===== src/rtl/lcd_text_buffer.sv =====
// 2x16 character frame buffer feeding the SC1602 LCD driver.
// Terminal-style write stream with cursor, wrap and clear sequences.
module lcd_text_buffer #(
  parameter logic [7:0] FILL_CHAR = 8'h20,
  parameter bit         LF_CLEARS = 1'b1
) (
  input  logic       clk,
  input  logic       resetn,
  input  logic       ch_valid,
  input  logic [7:0] ch_data,
  output logic       ch_ready,
  input  logic [7:0] rd_addr,
  input  logic       rd,
  output logic [7:0] rd_data,
  output logic       cur_line,
  output logic [3:0] cur_col,
  output logic       busy
);

  typedef enum logic [1:0] {
    INIT_CLR,
    IDLE,
    CLR_ALL,
    CLR_LINE
  } state_t;

  state_t     state, state_n;
  logic [4:0] idx, idx_n;
  logic       line_n;
  logic [3:0] col_n;
  logic       we;
  logic [4:0] waddr;
  logic [7:0] wdata;
  logic [7:0] mem [32];
  logic       xfer;
  logic       printable;
  logic       rd_unused;

  assign rd_unused = rd;
  assign xfer      = ch_valid & ch_ready;
  assign busy      = ~ch_ready;
  assign printable = (ch_data >= 8'h20 && ch_data <= 8'h7E)
                   || (ch_data >= 8'hA0);

  always_ff @(posedge clk or negedge resetn) begin
    if (!resetn) begin
      state    <= INIT_CLR;
      idx      <= '0;
      cur_line <= 1'b0;
      cur_col  <= '0;
      ch_ready <= 1'b0;
    end else begin
      state    <= state_n;
      idx      <= idx_n;
      cur_line <= line_n;
      cur_col  <= col_n;
      ch_ready <= (state_n == IDLE);
    end
  end

  always_comb begin
    state_n = state;
    idx_n   = idx;
    line_n  = cur_line;
    col_n   = cur_col;
    we      = 1'b0;
    waddr   = {cur_line, cur_col};
    wdata   = FILL_CHAR;
    unique case (state)
      INIT_CLR, CLR_ALL: begin
        we    = 1'b1;
        waddr = idx;
        idx_n = idx + 5'd1;
        if (idx == 5'd31) begin
          state_n = IDLE;
          idx_n   = '0;
        end
      end
      CLR_LINE: begin
        we    = 1'b1;
        waddr = {cur_line, idx[3:0]};
        idx_n = idx + 5'd1;
        if (idx == 5'd15) begin
          state_n = IDLE;
          idx_n   = '0;
        end
      end
      IDLE: begin
        if (xfer) begin
          unique case (1'b1)
            printable: begin
              we    = 1'b1;
              wdata = ch_data;
              col_n = cur_col + 4'd1;
              if (cur_col == 4'd15)
                line_n = ~cur_line;
            end
            ch_data == 8'h0D: col_n = '0;
            ch_data == 8'h0A: begin
              line_n = ~cur_line;
              col_n  = '0;
              if (LF_CLEARS) begin
                state_n = CLR_LINE;
                idx_n   = '0;
              end
            end
            ch_data == 8'h08: begin
              // Backspace stops at column 0; no reverse line wrap.
              if (cur_col != 4'd0) begin
                col_n = cur_col - 4'd1;
                we    = 1'b1;
                waddr = {cur_line, cur_col - 4'd1};
              end
            end
            ch_data == 8'h0C: begin
              state_n = CLR_ALL;
              idx_n   = '0;
              line_n  = 1'b0;
              col_n   = '0;
            end
            default: ;
          endcase
        end
      end
      default: ;
    endcase
  end

  always_ff @(posedge clk) begin
    if (we)
      mem[waddr] <= wdata;
  end

  always_comb begin
    rd_data = FILL_CHAR;
    if (!rd_addr[7] && rd_addr[5:4] == 2'b00)
      rd_data = mem[{rd_addr[6], rd_addr[3:0]}];
  end

endmodule


===== config.mk =====
export PLATFORM = sky130hd
export DESIGN_NAME = lcd_text_buffer
export DESIGN_NICKNAME = d
export VERILOG_FILES = /design/src/rtl/lcd_text_buffer.sv
export SDC_FILE = /design/constraint.sdc
export NUM_CORES = 1
export LEC_CHECK = 0
export CORE_ASPECT_RATIO = 1.75
export CORE_MARGIN = 2
export CORE_UTILIZATION = 40
export CTS_BUF_LIST = sky130_fd_sc_hd__clkbuf_16
export DETAILED_ROUTE_END_ITERATION = 8
export PLACE_DENSITY = 0.6
export SYNTH_ARGS = -nofsm -noshare
export SYNTH_HDL_FRONTEND = slang
export SYNTH_SLANG_ARGS = --single-unit

===== constraint.sdc =====
create_clock -name clk -period 3.8 [get_ports clk]
set_input_delay 0.95 -clock clk [delete_from_list [all_inputs] [get_ports clk]]
set_output_delay 0.95 -clock clk [all_outputs]
set_load 0.02 [all_outputs]

# After elaboration in Yosys (flattened, before gate mapping)
# Memories as Yosys holds them, arrays and structs flattened.
# Cells that the tools add are included.
# Widths: inputs -> output; s select.
op_classes:
  n_addsub: 3
  n_lt_le_gt_ge: 3
  n_eq_ne: 15
  n_mux: 28
  n_bitwise: 3
  n_reduce_logical: 16
ops:
  columns: ["operator", "count"]
  rows:
  - ["$eq 8x4->1 const B", 4]
  - ["$mux 8", 4]
  - ["$pmux 5 s3", 2]
  - ["$mux 5", 4]
  - ["$mux 4", 4]
  - ["$pmux 4 s3", 1]
  - ["$ge 8x6->1 const B", 1]
  - ["$ge 8x8->1 const B", 1]
  - ["$le 8x7->1 const B", 1]
  - ["$reduce_and 4->1", 2]
  - ["$mux 2", 3]
  - ["$pmux 2 s3", 1]
  - ["$reduce_bool 3->1", 2]
  - ["$reduce_or 3->1", 2]
  - ["$add 5x1->5 const B", 1]
  - ["$eq 5x4->1 const B", 1]
  - ["$eq 5x5->1 const B", 1]
  - ["$mux 1", 5]
  - ["$add 4x1->4 const B", 1]
  - ["$eq 2x1->1 const B", 2]
  - ["$eq 2x2->1 const B", 2]
  - ["$eq 4x4->1 const B", 1]
  - ["$logic_not 2->1", 2]
  - ["$ne 2x1->1 const B", 2]
  - ["13 further kinds", 18]
word_totals:
  reg_bits: 13
  mem_bits_rw: 256
  input_bits: 20
  memories: 1
memory_table:
  columns: ["name", "words", "word_bits", "rd", "rd_ports_with_merged_regs", "wr", "line_no", "rtl"]
  rows:
  - ["mem", 32, 8, 1, 0, 1, "34", "logic [7:0] mem [32];"]

# Depth between registers and ports, before layout
depth:
  word_depth: 8
  mapped_depth: 8

# Worst setup path after synthesis
# OpenSTA, ideal clock, no wires.
synth_path:
  path_kind: "input-to-output"
  start: "in rd_addr[1]"
  end: "out rd_data[1]"
  arrival_time_ns: 2.649
  t_required_ns: 2.850
  path_slack_ns: 0.201
  stages: 7
  path_buffers: 3
  path_cell_list: "buf_2 clkbuf_1 buf_2 mux4_2 mux2i_1 o22ai_1 or2_2"
synth_between:
  elab_chain_len: 2
synth_rtl:
  columns: ["element", "line_no", "rtl"]
  rows:
  - ["start, declared", "12", "input logic [7:0] rd_addr,"]
  - ["$mem_v2 32x8", null, null]
  - ["$mux 8", "136", "if (!rd_addr[7] && rd_addr[5:4] == 2'b00)"]
  - ["end, declared", "14", "output logic [7:0] rd_data,"]
# Every way passes these cells.

# Worst setup path after layout
layout_path:
  start: "in rd_addr[5]"
  end: "out rd_data[2]"
layout_between:
  elab_chain_len: 3
layout_rtl:
  columns: ["element", "line_no"]
  rows:
  - ["$logic_not 2->1", "136"]
  - ["$logic_and 1x1->1", "136"]
  - ["$mux 8", "136"]
# Every way passes these cells.

==> summary.md <==
| Metric | Value |
|---|---|
| Gpl congestion | `0.883` |
| First-pass GRT wire length | `38.6 mm` |
| Int Pwr | `5.36 mW` |
| CP max stage cell | `clkdlybuf4s50_1` |
| WP buf/inv | `2` |
| WL final | `25.0 mm` |
| Critical path arrival | `2.78 ns` |
| PwrDens | `533 nW/um^2` |
| Comb pwr share | `18.1%` |
| Root Driver | `clkbuf_16` |
| WHS Path Cells | `1` |
| Filler cells | `2274` |
| Ys Warns | `0` |
| Gr ovfl total | `0` |
| Vias | `5984` |
| Layout Nets | `750` |
| Vias per cell | `5.37` |
| Worst vdd ir | `0.000426 V` |
| Clk_lat worst skew | `0.53 ns` |
| Clock Sinks | `269` |
| Sw power | `1.92 mW` |
| Critical Path RT | `2.85 ns` |
| Area Overhead vs Synth | `21.1%` |
| Register area | `8010 um^2` |
| Worst-path cell chain | `clkdlybuf4s50_1, nor3_2, nand2_1, or2_2, o22ai_1, or2_2, clkdlybuf4s15_2` |
| Worst-Margin Slew | `0.920 ns` |
| Residual DRC count | `0` |
| Max Slew Vio Count | `0` |
| Drt pass-1 iters | `6` |
| Post-synth EDFFs | `256` |
| Leak | `4.68 nW` |
| Netlist Area Pre-Place | `11300 um^2` |
| Mean routed wirelength per cell | `22.5 um` |
| Placeable core area | `27900 um^2` |
| Pwr Total | `7.28 mW` |
| Tcrit/Tclk final | `98.1%` |
| Sum of negative setup slack | `0 ns` |
| Clock buffer depth | `3` |
| Vias in the first global route | `6612` |
| Num ports | `35` |
| Die W | `131 um` |
| Largest net degree at the start of global routing | `33` |
| Clock share of power | `32.4%` |
| Overall die height | `226 um` |
| Max cap viols | `0` |
| Final design utilization | `49.0%` |
| Sequential fraction of the synthesis area | `71.0%` |
| Rel. slew slack | `38.4%` |
| Dominant cell type by area after synthesis | `edfxtp_1` |
| Cell count after synthesis | `596` |
| Hold-fix buffers at CTS | `0` |
| Sequential power share | `49.5%` |
| Worst Skew | `0.0177 ns` |
| Critical path startpoint category | `input pin` |
| Fin crit period | `3.73 ns` |
| Critical path fanouts, max | `7` |
| Status | `completed` |
| Syn Nets | `622` |
| Drt first-iter violations | `439` |
| Clock transition at path regs | `0.07 ns` |
| Kind of cell adding the most delay to the critical path | `simple AND/OR/NAND/NOR gates` |
| Die area | `29600 um^2` |
| Standard-cell rows | `81` |
| Switch share | `26.4%` |
| Multi-input logic area | `3170 um^2` |
| IO buf count | `33` |
| Ranking of synthesized cells by area | `edfxtp_1 (68%), mux4_2 (13%), mux2i_1 (3.1%)` |
| Top FF cell, synth | `edfxtp_1` |
| Initial Util | `40.5%` |
| Worst-case reg-to-reg path depth | `8` |
| Crit path kind | `in -> out` |
| Top-area cell type share of the netlist area | `68.2%` |
| CTS tree | `built` |
| Fin. Hold Viols | `0` |
| Post-route ant nets | `0` |
| Hold Crit Class | `reg -> reg` |
| Count of final setup violators | `0` |
| Async set-or-reset flop fraction in the synthesized netlist | `4.83%` |
| Initial antenna violation count | `0` |
| ANT cells | `0` |
| Mean Syn Cell Area | `18.9 um^2` |
| All-Layer GR Usage | `17.7%` |
| CTS H-tree depth | `1` |
| Crit end category | `output port` |
| Synth Register Bits | `269` |
| CTS buffer count | `24` |
| Crit path depth | `7` |
| Critical Path Max Stage Delay | `0.45 ns` |
| Ratio of cells with drive above 1 in the final layout | `33.1%` |
| CP dominant cell by count | `or2_2` |
| Fmax | `268 MHz` |
| Unique masters post-synth | `61` |
| Dpl hpwl | `17.4 mm` |
==> routing by layer <==
layer	vias up	wire (um)	GRT usage [%]
met4	0	699	6.25
met1	3112	8920	19.6
met2	140	14600	34.2
met3	34	830	1.97
met5	-	0	0
li1	2698	-	-
==> final timing paths <==
kind	from	to	slack (ns)
max	rd_addr[5]	rd_data[2]	0.07
min	idx[3]$_DFFE_PN0P_	idx[3]$_DFFE_PN0P_	0.54
max reg2reg	cur_col[1]$_DFFE_PN0P_	mem[21][3]$_DFFE_PP_	0.29
min reg2reg	idx[3]$_DFFE_PN0P_	idx[3]$_DFFE_PN0P_	0.54
max in group asynchronous	resetn	idx[2]$_DFFE_PN0P_	2.60
min in group asynchronous	resetn	cur_col[0]$_DFFE_PN0P_	0.81
==> layout by cell type, fill, tap and decap left out, types with 4 or more instances in the layout <==
cell type | synthesis | final
a21oi_1 | 6 | 6
and2_1 | 10 | 10
buf_12 | 0 | 10
buf_4 | 1 | 88
clkbuf_16 | 0 | 25
clkdlybuf4s50_1 | 0 | 22
clkinv_2 | 0 | 4
dfrtp_1 | 13 | 13
edfxtp_1 | 256 | 256
ha_1 | 6 | 6
inv_1 | 7 | 13
mux2i_1 | 35 | 30
mux2i_4 | 1 | 4
mux4_2 | 64 | 64
nand2_1 | 19 | 18
nand3_1 | 5 | 5
nor2_1 | 28 | 28
nor3_1 | 11 | 10
nor3_2 | 6 | 7
o211ai_1 | 5 | 5
o21ai_0 | 10 | 10
o22ai_1 | 16 | 13
or2_2 | 9 | 9
==> synthesized netlist by cell type (all sizes together) (5+ instances only) <==
cell and number:
clkbuf 9, o21ai 11, mux4 64, o211ai 5
nor2 28, nor4 6, inv 7, or2 9
dfrtp 13, nand2 19, o22ai 16, and2 10
edfxtp 256, a21oi 6, mux2i 36, nand3 5
buf 22, nor3 17, ha 6
==> cell type report <==
class                   instances  area share [%]
flip-flops and latches        269            58.6
repair buffers                133            9.02
clock buffers                  25            4.58
well taps                     373            3.42
inverters                       7           0.192
clock inverters                18           0.980
multi-input cells             289            23.2
==> power by group through the flow <==
stage          combinational [mW]  clock (mW)  sequential [mW]
3_3_place_gp                 1.26           0             3.64
2_1_floorplan               0.763           0             3.66
4_1_cts                      1.32        2.42             3.60
3_5_place_dp                 1.30           0             3.66
6_report                     1.32        2.36             3.60
5_1_grt                      1.43        2.52             3.62
==> flip-flops by register name, summed over array words and instances (netlist names) <==
signal,cells
ch_ready,1
cur_col,4
cur_line,1
idx,5
mem,256
state,2
==> logic make-up (layout without fill, tap and decap cells) <==
| group | after synthesis | in the layout | synth area share, % |
|---|---|---|---|
| DFF | 269 | 269 | 71.0 |
| and+or+nand+nor | 117 | 117 | 6.28 |
| muxes | 102 | 102 | 16.3 |
| AOI/OAI and AO/OA | 63 | 63 | 4.03 |
| buffers and inverters | 38 | 183 | 1.63 |
| adders and majority gates | 6 | 6 | 0.666 |
| xor gates and xnor gates | 1 | 1 | 0.0777 |
==> timing repair <==
action,CTS,global route
pin swaps,0,0
cloned,1,0
setup endpoints to repair,8,6
gates resized for setup,30,8
setup buffers,4,0
==> metrics by stage <==
step           cell area [um^2]  hold slack [ns]  std cells  worst slack, ns
3_3_place_gp              12800            0.500       1066           -0.400
6_report                  13700            0.545       1114           0.0739
5_1_grt                   13700            0.581       1114          -0.0123
3_5_place_dp              12800            0.528       1066           -0.406
2_1_floorplan             11300            0.459        596            0.201
4_1_cts                   13600            0.546       1114           0.0179
(Power assumes the default switching activity.)
